==> config.mk <==
export PLATFORM = sky130hd
export DESIGN_NAME = strip_frame_loader
export DESIGN_NICKNAME = d
export VERILOG_FILES = /design/src/rtl/strip_frame_loader.sv
export SDC_FILE = /design/constraint.sdc
export NUM_CORES = 1
export LEC_CHECK = 0
export ABC_AREA = 0
export BUFFER_PORTS_ARGS = -buffer_cell sky130_fd_sc_hd__buf_2
export CORE_MARGIN = 1
export CORE_UTILIZATION = 47
export DETAILED_ROUTE_END_ITERATION = 6
export HOLD_SLACK_MARGIN = 0.1
export PLACE_DENSITY = 0.76
export SLEW_MARGIN = 20
export SYNTH_ARGS = -nofsm -noshare
export SYNTH_HDL_FRONTEND = slang
export SYNTH_SLANG_ARGS = --single-unit
export TNS_END_PERCENT = 50
==> constraint.sdc <==
create_clock -name clk_i -period 1.9 [get_ports clk_i]
set_input_delay 0.475 -clock clk_i [delete_from_list [all_inputs] [get_ports clk_i]]
set_output_delay 0.475 -clock clk_i [all_outputs]
set_load 0.01 [all_outputs]
==> src/rtl/strip_frame_loader.sv <==
// Loads one frame from a single pixel stream into STRIP_COUNT strip pixel RAMs, checking frame length.
// Optional idle-stream abort is enabled with `define STRIP_FRAME_LOADER_TIMEOUT_EN.
module strip_frame_loader #(
    parameter int STRIP_COUNT    = 8,
    parameter int LED_COUNT      = 300,
    parameter int TIMEOUT_CYCLES = 65535
) (
    input  logic                   clk_i,
    input  logic                   rst_i,
    input  logic                   frame_start_i,
    input  logic                   pixel_valid_i,
    output logic                   pixel_ready_o,
    input  logic                   pixel_last_i,
    input  logic [7:0]             pixel_r_i,
    input  logic [7:0]             pixel_g_i,
    input  logic [7:0]             pixel_b_i,
    output logic [7:0]             pixel_r_o,
    output logic [7:0]             pixel_g_o,
    output logic [7:0]             pixel_b_o,
    output logic [8:0]             led_address_o,
    output logic                   led_address_valid_o,
    output logic [STRIP_COUNT-1:0] strip_select_o,
    output logic                   busy_o,
    output logic                   frame_done_o,
    output logic                   frame_error_o
);
    localparam int              SW         = (STRIP_COUNT > 1) ? $clog2(STRIP_COUNT) : 1;
    localparam logic [8:0]      LAST_ADDR  = 9'(LED_COUNT - 1);
    localparam logic [SW-1:0]   LAST_STRIP = SW'(STRIP_COUNT - 1);

    if (STRIP_COUNT < 1 || STRIP_COUNT > 16 || LED_COUNT < 1 || LED_COUNT > 512 ||
        TIMEOUT_CYCLES < 1 || TIMEOUT_CYCLES > 65535) begin : g_param_check
        $error("strip_frame_loader: parameter out of range");
    end

    typedef enum logic [1:0] {IDLE, LOAD, DRAIN, DONE} state_t;

    state_t                 state_q;
    logic [8:0]             addr_q;
    logic [SW-1:0]          strip_q;
    logic [7:0]             r_q, g_q, b_q;
    logic [8:0]             led_addr_q;
    logic [STRIP_COUNT-1:0] sel_q;
    logic                   strobe_q, done_q, error_q;
    logic                   active, acc, last_slot;

    assign active    = (state_q == LOAD) || (state_q == DRAIN);
    assign acc       = pixel_valid_i && active;
    assign last_slot = (strip_q == LAST_STRIP) && (addr_q == LAST_ADDR);

`ifdef STRIP_FRAME_LOADER_TIMEOUT_EN
    logic [15:0] idle_q;
    logic        timeout;
    // Restart takes priority over a timeout landing in the same cycle.
    assign timeout = active && !acc && !frame_start_i && (idle_q == 16'(TIMEOUT_CYCLES - 1));
`endif

    always_ff @(posedge clk_i or posedge rst_i) begin
        if (rst_i) begin
            state_q    <= IDLE;
            addr_q     <= '0;
            strip_q    <= '0;
            r_q        <= '0;
            g_q        <= '0;
            b_q        <= '0;
            led_addr_q <= '0;
            sel_q      <= STRIP_COUNT'(1);
            strobe_q   <= 1'b0;
            done_q     <= 1'b0;
            error_q    <= 1'b0;
`ifdef STRIP_FRAME_LOADER_TIMEOUT_EN
            idle_q     <= '0;
`endif
        end else begin
            strobe_q <= 1'b0;
            done_q   <= 1'b0;
            error_q  <= 1'b0;
            case (state_q)
                IDLE: begin
                    if (frame_start_i) begin
                        state_q <= LOAD;
                        addr_q  <= '0;
                        strip_q <= '0;
                    end
                end
                LOAD: begin
                    if (frame_start_i) begin
                        error_q <= 1'b1;
                        addr_q  <= '0;
                        strip_q <= '0;
                    end else if (acc) begin
                        strobe_q   <= 1'b1;
                        led_addr_q <= addr_q;
                        sel_q      <= STRIP_COUNT'(1) << strip_q;
                        r_q        <= pixel_r_i;
                        g_q        <= pixel_g_i;
                        b_q        <= pixel_b_i;
                        if (last_slot || pixel_last_i) begin
                            addr_q  <= '0;
                            strip_q <= '0;
                        end else if (addr_q == LAST_ADDR) begin
                            addr_q  <= '0;
                            strip_q <= strip_q + SW'(1);
                        end else begin
                            addr_q  <= addr_q + 9'd1;
                        end
                        if (last_slot) begin
                            state_q <= pixel_last_i ? DONE : DRAIN;
                            done_q  <= pixel_last_i;
                        end else if (pixel_last_i) begin
                            state_q <= IDLE;
                            error_q <= 1'b1;
                        end
                    end
                end
                DRAIN: begin
                    if (frame_start_i) begin
                        state_q <= LOAD;
                        error_q <= 1'b1;
                        addr_q  <= '0;
                        strip_q <= '0;
                    end else if (acc && pixel_last_i) begin
                        state_q <= IDLE;
                        error_q <= 1'b1;
                    end
                end
                default: state_q <= IDLE;
            endcase
`ifdef STRIP_FRAME_LOADER_TIMEOUT_EN
            if (!active || acc || frame_start_i || timeout) begin
                idle_q <= '0;
            end else begin
                idle_q <= idle_q + 16'd1;
            end
            if (timeout) begin
                state_q <= IDLE;
                error_q <= 1'b1;
                addr_q  <= '0;
                strip_q <= '0;
            end
`endif
        end
    end

    assign pixel_ready_o       = active;
    assign busy_o              = (state_q != IDLE);
    assign pixel_r_o           = r_q;
    assign pixel_g_o           = g_q;
    assign pixel_b_o           = b_q;
    assign led_address_o       = led_addr_q;
    assign led_address_valid_o = strobe_q;
    assign strip_select_o      = sel_q;
    assign frame_done_o        = done_q;
    assign frame_error_o       = error_q;
endmodule

==> impl_metrics.env, run 1 <==
export IMPL_cts_buffers_inserted=9
export IMPL_syn_area_um2=2700
export IMPL_yosysMostFrequentCell="nand2_1"
export IMPL_remaining_drc_errors=0
export IMPL_clockRootBuffer="clkbuf_8"
export IMPL_total_power_mw=4.33
export IMPL_grt_pass1_vias=2156
export IMPL_clk_latency_ns=0.32
export IMPL_finClkSkew_ns=0.00443
export IMPL_antenna_found_initial=0
export IMPL_fillers=463
export IMPL_hold_class="input pin to asynchronous set/reset pin"
export IMPL_highest_layer="met4"
export IMPL_grtUsageTotal_pct=21.3
export IMPL_multiInputGateArea_um2=1170
export IMPL_antenna_left=0
export IMPL_status="finished clean"
export IMPL_chipHeight_um=77.8
export IMPL_grt_pass1_wl_mm=9.91
export IMPL_fp_dieW_um=77.8
export IMPL_ys_seq_area_share_pct=53.8
export IMPL_drt_total_wl_mm=6.10
export IMPL_slew_violations=0
export IMPL_area_growth_pct=31.2
export IMPL_gp_congestion=0.858
export IMPL_cp_slowest_stage_delay_ns=0.48
export IMPL_cp_arrival_ns=2.13
export IMPL_fin_ws_ns=0.0340
export IMPL_rows=27
export IMPL_place_ws_ns=-0.0634
export IMPL_ctsHoldBuffers=0
export IMPL_synthAdderAreaFrac_pct=5.10
export IMPL_cts_sinks=58
export IMPL_die_area_um2=6050
export IMPL_slowest_stage="or4b_1"
export IMPL_h_tree_depth=3
export IMPL_wl_met1_mm=2.76
export IMPL_vias=2342
export IMPL_met3_length_um=384
export IMPL_rsz0062_at_grt="yes"
export IMPL_synthCells=293
export IMPL_syn_avg_cell_area_um2=9.22
export IMPL_critPathKind="flop to flop"
export IMPL_start_util_pct=49.0
export IMPL_synth_area_leaders="dfrtp_1 53%, nand2_1 16%, ha_1 5.1%, o21ai_0 2.4%, nand3_1 2.0%"
export IMPL_stdcell_count=462
export IMPL_leakage_nw=1.89
export IMPL_nets=425
export IMPL_pin_count=75
export IMPL_crit_path_start_kind="flop"
export IMPL_synthXorXnorAreaFrac_pct=0
export IMPL_synth_compound_area_share_pct=9.59
export IMPL_yosysWarnings=0
export IMPL_final_min_clock_period_ns=1.87
export IMPL_worst_path_buf_inv=1
export IMPL_fmaxAchievable_mhz=536
export IMPL_grt_max_degree=23
export IMPL_synth_top_family_by_area="simple AND/OR/NAND/NOR gates"
export IMPL_setup_violations=0
export IMPL_synthSimpleGateAreaFrac_pct=25.3
export IMPL_async_reset_ff_share_pct=100
export IMPL_dp_cells=443
export IMPL_synth_area_leader_cell="dfrtp_1"
export IMPL_diodes=0
export IMPL_final_area_um2=3540
export IMPL_place_area_um2=3280
export IMPL_synth_top_area_share_pct=52.8
export IMPL_portBuffers=74
export IMPL_vias_per_cell=5.07
export IMPL_drive_gt1_share_pct=32.6
export IMPL_fp_coreArea_um2=5510
export IMPL_ir_worst_vdd_uv=764
export IMPL_path_delay_family="simple AND/OR/NAND/NOR gates"
export IMPL_power_density_nw_per_um2=1220
export IMPL_route_met2_wl_mm=2.90
export IMPL_hold_viol=0
export IMPL_synth_mux_area_share_pct=1.90
export IMPL_path_cells="inv_2 > ha_4 > or2_1 > o32a_1 > or4b_1 > nand3_1"
export IMPL_gr_total_overflow=0
export IMPL_clk_path_buf_depth=2
export IMPL_cts_tree="yes"
export IMPL_hpwl_mm=4.43
export IMPL_path_clk_slew_ns=0.06
export IMPL_slew_headroom_pct=67.8
export IMPL_drtIter0Drc=98
export IMPL_whs_ns=0.173
export IMPL_min_period_over_period_pct=98.2
export IMPL_cp_max_fo=5
export IMPL_ff_latch_area_um2=1450
export IMPL_syn_num_nets=333
export IMPL_rrSetupSlack_ns=0.03
export IMPL_synth_distinct_cells=43
export IMPL_required_ns=2.16
export IMPL_synth_common_cells="116 x nand2_1, 57 x dfrtp_1, 14 x inv_1"
export IMPL_ys_seq_elements=58
export IMPL_drt_pass1_iterations=4
export IMPL_maxCapViolations=0
export IMPL_end_kind="flop"
export IMPL_wl_per_cell_um=13.2
export IMPL_synth_ff_type="dfrtp_1"
export IMPL_synth_edf_count=0
export IMPL_worstMarginPinSlew_ns=0.482
registers in the layout, summed over array words and instances, names as in the netlist:
name                 cells
led_address_valid_o      1
frame_error_o            1
led_address_o            9
pixel_b_o                8
strip_select_o           8
frame_done_o             1
pixel_g_o                8
strip_q                  3
pixel_r_o                8
state_q                  2
addr_q                   9
metrics by stage:
stage | TNS, ns | utilization, %
2_1_floorplan | 0 | -
3_3_place_gp | 0 | 59.6
3_5_place_dp | -0.259 | 59.6
4_1_cts | 0 | 63.4
5_1_grt | -0.0458 | 64.3
6_report | 0 | 64.3
cell type report:
class / count / share of cell area (%)
inverter: 15 / 1.70
sequential: 58 / 41.0
timing repair buffer: 94 / 15.9
clock inverter: 5 / 1.48
multi-input combinational: 207 / 33.1
clock buffer: 11 / 4.27
tap: 72 / 2.54
per-layer routing:
metal  track usage, %  vias to the layer above
li1                 -                     1164
met5                0                        -
met3             6.12                        8
met2             34.0                       80
met4             6.42                        0
met1             28.1                     1090
layout by cell type, fill, tap and decap left out, types with 2 or more instances in the layout:
master	instances
a211oi_1	6
a21oi_1	4
and3_1	3
and4b_1	2
buf_12	3
buf_2	74
buf_4	16
clkbuf_8	11
clkinv_2	3
clkinvlp_4	2
dfrtp_1	57
ha_1	8
ha_4	2
inv_1	12
inv_2	2
mux2i_1	4
nand2_1	116
nand2b_1	2
nand3_1	11
nand4_1	4
nor2_1	2
o211ai_1	2
o21ai_0	11
o21ai_1	2
o22ai_1	4
final timing paths:
path | endpoint | startpoint | depth (start not counted)
worst max register to register | state_q[1] | state_q[0] | 6
worst min register to register | led_address_o[7] | led_address_o[7] | 2
min in group clk_i | pixel_r_o[2] | pixel_r_i[2] | 3
worst max-delay path | state_q[1] | state_q[0] | 6
worst min-delay path | pixel_b_o[1] | rst_i | 2
max in group asynchronous | strip_select_o[0] | rst_i | 3
cell families after synthesis:
| kind of cell | after synthesis |
|---|---|
| AND/OR/NAND/NOR | 152 |
| flip-flops | 58 |
| AO/OA/AOI/OAI | 39 |
| buffers and inverters | 28 |
| multiplexers | 5 |
| adder cells (fa/ha/maj) | 11 |
timing repair:
item                       in CTS  in global routing
setup buffers                   0                  3
gates cloned                    0                  0
pin swaps                       0                  1
setup endpoints to repair       9                 12
resized for setup               1                 10
where the power goes:
part | internal, mW | total (mW) | switching, mW
Clock | 0.669 | 1.14 | 0.467
Combinational | 0.667 | 1.49 | 0.823
Sequential | 1.55 | 1.70 | 0.151
Note: power is estimated with default switching activity, not from simulation.
==> run 2: changes to the inputs <==
CORE_UTILIZATION = 52   (was 47)
PLACE_DENSITY = 0.8   (was 0.76)
clock period = 1.8 ns   (was 1.9 ns; I/O delays follow)
==> impl_metrics.env, run 2 (synthesized netlist as in run 1, its figures left out) <==
export IMPL_fp_coreArea_um2=4850
export IMPL_hold_viol=0
export IMPL_min_period_over_period_pct=102
export IMPL_pwr_share_comb_pct=36.2
export IMPL_place_area_um2=3320
export IMPL_cts_tree="yes"
export IMPL_drtIter0Drc=149
export IMPL_cp_max_fo=5
export IMPL_slew_headroom_pct=72.4
export IMPL_fin_ws_ns=-0.0383
export IMPL_nets=434
export IMPL_sw_frac_of_total_pct=34.1
export IMPL_worst_path_buf_inv=4
export IMPL_slowest_stage="dfrtp_1"
export IMPL_critPathCapture="addr_q[3]"
export IMPL_remaining_drc_errors=0
export IMPL_setup_violations=2
export IMPL_total_power_mw=4.46
export IMPL_r2r_start="state_q[1]"
export IMPL_maxCapViolations=0
export IMPL_drive_gt1_share_pct=34.8
export IMPL_final_area_um2=3580
export IMPL_clk_latency_ns=0.33
export IMPL_cts_sinks=58
export IMPL_grt_max_degree=29
export IMPL_rrSetupSlack_ns=-0.04
export IMPL_rsz0062_at_grt="yes"
export IMPL_crit_path_start_kind="flop"
export IMPL_worstMarginPinSlew_ns=0.408
export IMPL_grtUsageTotal_pct=24.4
export IMPL_wl_per_cell_um=13.7
export IMPL_power_switching_mw=1.52
export IMPL_path_cells="buf_6 > buf_4 > buf_4 > ha_1 > a21oi_1 > buf_4 > nand3_1 > mux2i_1"
export IMPL_gp_congestion=0.886
export IMPL_chipHeight_um=74.1
export IMPL_p_int_mw=2.94
export IMPL_gr_total_overflow=0
export IMPL_drt_total_wl_mm=6.40
export IMPL_rr_endpoint="addr_q[3]"
export IMPL_start_util_pct=55.7
export IMPL_antenna_left=0
export IMPL_portBuffers=74
export IMPL_cp_startpoint="state_q[1]"
export IMPL_antenna_found_initial=0
export IMPL_fmaxAchievable_mhz=544
export IMPL_drt_pass1_iterations=5
export IMPL_cts_buffers_inserted=9
export IMPL_clk_path_buf_depth=2
export IMPL_fin_util_pct=73.9
export IMPL_leakage_nw=1.92
export IMPL_finClkSkew_ns=0.00677
export IMPL_vias=2395
export IMPL_die_area_um2=5480
export IMPL_path_clk_slew_ns=0.06
export IMPL_fp_dieW_um=74.1
export IMPL_required_ns=2.04
export IMPL_critPathKind="flop to flop"
export IMPL_path_depth=8
export IMPL_hpwl_mm=4.45
export IMPL_clockRootBuffer="clkbuf_8"
export IMPL_area_growth_pct=32.7
export IMPL_fillers=352
export IMPL_grt_pass1_vias=2250
export IMPL_grt_pass1_wl_mm=9.87
export IMPL_p_clk_share_pct=23.7
export IMPL_ctsHoldBuffers=0
export IMPL_end_kind="flop"
export IMPL_diodes=0
export IMPL_h_tree_depth=3
export IMPL_ir_worst_vdd_uv=800
export IMPL_seqPwrFrac_pct=40.1
export IMPL_slew_violations=0
export IMPL_violations="setup timing"
export IMPL_pin_count=75
export IMPL_rows=25
export IMPL_power_density_nw_per_um2=1250
export IMPL_mostFrequentLayoutCell="nand2_1"
export IMPL_timing_critical_path_mode_cell="buf_4"
export IMPL_vias_per_cell=5.14
export IMPL_r2r_cells=8
export IMPL_cp_slowest_stage_delay_ns=0.41
export IMPL_status="complete, but fails checks"
export IMPL_mostFrequentLayoutCells="114 x nand2_1, 74 x buf_2, 57 x dfrtp_1, 25 x buf_4, 12 x o21ai_0"
export IMPL_hold_class="input pin to asynchronous set/reset pin"
export IMPL_cp_arrival_ns=2.08
export IMPL_final_min_clock_period_ns=1.84
export IMPL_path_delay_family="buffers and inverters"
-- run 2: cell count changes in the layout (fill, tap and decap cells not counted), moves of 2 or more --
cell      before  now
clkbuf_1       0    3
clkinv_2       3    1
a211oi_1       6    3
buf_4         16   25
nand2_1      116  114
a211oi_2       0    3
nand2_2        0    2
-- run 2: what timing repair did --
item,CTS,global route
endpoints found under the setup margin,2,43
setup buffers,4,1
gates resized for setup,0,12
pin swaps,3,2
-- run 2: worst reg2reg max path, stage by stage, from the launching register on --
cell and delay (ns):
dfrtp_1 0.41, buf_6 0.14, buf_4 0.12, buf_4 0.14
ha_1 0.28, a21oi_1 0.25, buf_4 0.17, nand3_1 0.08
mux2i_1 0.17
-- run 2: worst min path at each step --
| stage | slack, ns | end | depth (start not counted) |
|---|---|---|---|
| 2_1_floorplan | 0.48 | strip_select_o[0] | 2 |
| 3_3_place_gp | 0.45 | led_address_o[3] | 2 |
| 3_5_place_dp | 0.45 | strip_select_o[6] | 2 |
| 4_1_cts | 0.10 | pixel_g_o[0] | 2 |
| 5_1_grt | 0.13 | pixel_g_o[3] | 2 |
| 6_report | 0.10 | led_address_valid_o | 2 |
-- run 2: cell type report --
cell class	count	area (um2)	share of cell area, %
multi-input combinational	207	1190	33.2
timing repair buffer	103	621	17.3
clock inverter	2	12.5	0.349
tap	67	83.8	2.34
sequential	58	1450	40.5
clock buffer	14	163	4.54
inverter	15	60.1	1.68
-- run 2: stage by stage --
step / setup TNS, ns / std cells / worst slack (ns) / hold WS [ns]
3_3_place_gp: 0 / 445 / 0.0583 / 0.446
6_report: -0.0552 / 466 / -0.0383 / 0.101
3_5_place_dp: -0.00912 / 445 / -0.00912 / 0.452
5_1_grt: -1.96 / 466 / -0.105 / 0.127
2_1_floorplan: -0.0290 / 293 / -0.0152 / 0.483
4_1_cts: 0 / 465 / 0.00244 / 0.101
-- run 2: power groups by stage --
stage | Sequential [mW] | Combinational, mW | Clock, mW
floorplan | 1.98 | 0.702 | 0
global placement | 1.80 | 1.48 | 0
detailed placement | 1.82 | 1.52 | 0
CTS | 1.79 | 1.57 | 1.07
global route | 1.83 | 1.79 | 1.12
finish | 1.79 | 1.61 | 1.06
-- run 2: routing by layer --
layer | global-route usage, % | vias to the layer above | routed length (um)
li1 | - | 1171 | -
met1 | 28.9 | 1107 | 2750
met2 | 40.1 | 107 | 3120
met3 | 6.50 | 10 | 444
met4 | 14.5 | 0 | 89
met5 | 0 | - | 0
==> run 3: changes to the inputs <==
BUFFER_PORTS_ARGS = -buffer_cell sky130_fd_sc_hd__buf_4   (was -buffer_cell sky130_fd_sc_hd__buf_2)
==> impl_metrics.env, run 3 (synthesized netlist as in run 1, its figures left out) <==
export IMPL_p_int_mw=3.18
export IMPL_drtIter0Drc=122
export IMPL_cp_max_fo=4
export IMPL_violations="setup timing"
export IMPL_cts_buffers_inserted=9
export IMPL_drt_pass1_iterations=4
export IMPL_fin_ws_ns=-0.0725
export IMPL_vias=2364
export IMPL_area_growth_pct=40.1
export IMPL_rows=25
export IMPL_seqPwrFrac_pct=38.2
export IMPL_drive_gt1_share_pct=34.1
export IMPL_clk_path_buf_depth=2
export IMPL_power_density_nw_per_um2=1260
export IMPL_h_tree_depth=3
export IMPL_slowest_stage="dfrtp_1"
export IMPL_grt_max_degree=34
export IMPL_vias_per_cell=5.11
export IMPL_finClkSkew_ns=0.00770
export IMPL_cts_sinks=58
export IMPL_place_area_um2=3510
export IMPL_nets=431
export IMPL_portBuffers=74
export IMPL_chipHeight_um=74.1
export IMPL_final_area_um2=3780
export IMPL_crit_path_start_kind="flop"
export IMPL_ir_worst_vdd_uv=771
export IMPL_maxCapViolations=0
export IMPL_fmaxAchievable_mhz=534
export IMPL_diodes=0
export IMPL_clk_latency_ns=0.34
export IMPL_pwr_share_comb_pct=38.0
export IMPL_ctsHoldBuffers=0
export IMPL_grt_pass1_vias=2249
export IMPL_hold_class="input pin to asynchronous set/reset pin"
export IMPL_cp_arrival_ns=2.09
export IMPL_cts_tree="yes"
export IMPL_antenna_left=0
export IMPL_path_cells="buf_6 > ha_4 > nor2b_1 > o32a_1 > a31oi_1 > mux2_2"
export IMPL_slew_violations=0
export IMPL_gr_total_overflow=0
export IMPL_worstMarginPinSlew_ns=0.537
export IMPL_fp_dieW_um=74.1
export IMPL_path_delay_family="compound AO/OA/AOI/OAI gates"
export IMPL_fp_coreArea_um2=4850
export IMPL_hpwl_mm=4.51
export IMPL_power_switching_mw=1.58
export IMPL_clockRootBuffer="clkbuf_8"
export IMPL_remaining_drc_errors=0
export IMPL_hold_viol=0
export IMPL_final_min_clock_period_ns=1.87
export IMPL_rsz0062_at_grt="yes"
export IMPL_slew_headroom_pct=64.1
export IMPL_cp_slowest_stage_delay_ns=0.42
export IMPL_status="complete, but fails checks"
export IMPL_leakage_nw=1.96
export IMPL_grt_pass1_wl_mm=10.2
export IMPL_p_clk_share_pct=23.8
export IMPL_setup_violations=4
export IMPL_path_clk_slew_ns=0.07
export IMPL_fin_tns_setup_ns=-0.118
export IMPL_required_ns=2.02
export IMPL_fillers=318
export IMPL_sw_frac_of_total_pct=33.2
export IMPL_mostFrequentLayoutCells="114 x nand2_1, 94 x buf_4, 57 x dfrtp_1, 13 x o21ai_0"
export IMPL_min_period_over_period_pct=104
export IMPL_pin_count=75
export IMPL_mostFrequentLayoutCell="nand2_1"
export IMPL_end_kind="flop"
export IMPL_rrSetupSlack_ns=-0.07
export IMPL_worst_path_buf_inv=1
export IMPL_wl_per_cell_um=13.8
export IMPL_total_power_mw=4.76
export IMPL_die_area_um2=5480
export IMPL_drt_total_wl_mm=6.40
export IMPL_grtUsageTotal_pct=24.9
export IMPL_antenna_found_initial=0
export IMPL_critPathKind="flop to flop"
export IMPL_start_util_pct=55.7
export IMPL_gp_congestion=0.911
==> run 3: final timing paths <==
path | startpoint | endpoint | cells after the start
min | rst_i | pixel_r_o[0] | 2
min reg2reg | strip_select_o[6] | strip_select_o[6] | 2
max in group asynchronous | rst_i | led_address_o[2] | 3
max | state_q[1] | state_q[0] | 6
min in group clk_i | pixel_r_i[1] | pixel_r_o[1] | 3
max reg2reg | state_q[1] | state_q[0] | 6
==> run 3: power by group through the flow <==
stage | combinational (mW) | clock [mW] | sequential [mW]
floorplan | 0.702 | 0 | 1.98
global placement | 1.68 | 0 | 1.82
detailed placement | 1.72 | 0 | 1.84
CTS | 1.76 | 1.15 | 1.82
global route | 1.99 | 1.20 | 1.85
finish | 1.81 | 1.13 | 1.82
==> run 3: stage by stage <==
step / std cells / hold WS (ns) / setup WS [ns] / utilization (%)
after global placement: 443 / 0.452 / 0.0334 / 72.5
after detailed placement: 443 / 0.460 / -0.0276 / 72.5
after floorplan: 293 / 0.483 / -0.0152 / -
final: 463 / 0.161 / -0.0725 / 78.0
after CTS: 462 / 0.171 / -0.0333 / 77.0
after global routing: 463 / 0.204 / -0.118 / 78.0
==> run 3: worst register-to-register path, delay by kind of cell, from the launching register on <==
family                   cells  cell delay, ns
AO/OA/AOI/OAI                2            0.55
flip-flops                   1            0.42
multiplexers                 1            0.36
adder cells (fa/ha/maj)      1            0.17
buffers and inverters        1            0.14
AND/OR/NAND/NOR              1            0.13
==> run 3: layer usage <==
layer | share of wire, % | global-route usage, % | vias up | wire length [um]
met5 | 0 | 0 | - | 0
met4 | 1.4 | 13.5 | 0 | 89
met3 | 5.8 | 6.10 | 9 | 370
met2 | 50 | 40.0 | 81 | 3190
met1 | 43 | 31.3 | 1108 | 2750
li1 | - | - | 1166 | -
==> run 3: layout make-up <==
type                       instances  area (um2)  area share, %
inverter                          15        60.1           1.59
sequential                        58        1450           38.4
clock buffer                      10         128           3.37
tap                               67        83.8           2.22
timing repair buffer             100         808           21.4
clock inverter                     6        57.6           1.52
multi-input combinational        207        1190           31.5
==> run 3: repair_timing <==
action                                 in CTS  in global routing
setup buffers                               3                  1
setup endpoints to repair                   2                 53
resized for setup                           1                  9
pin swaps                                   4                  2
endpoints found under the hold margin       0                  0
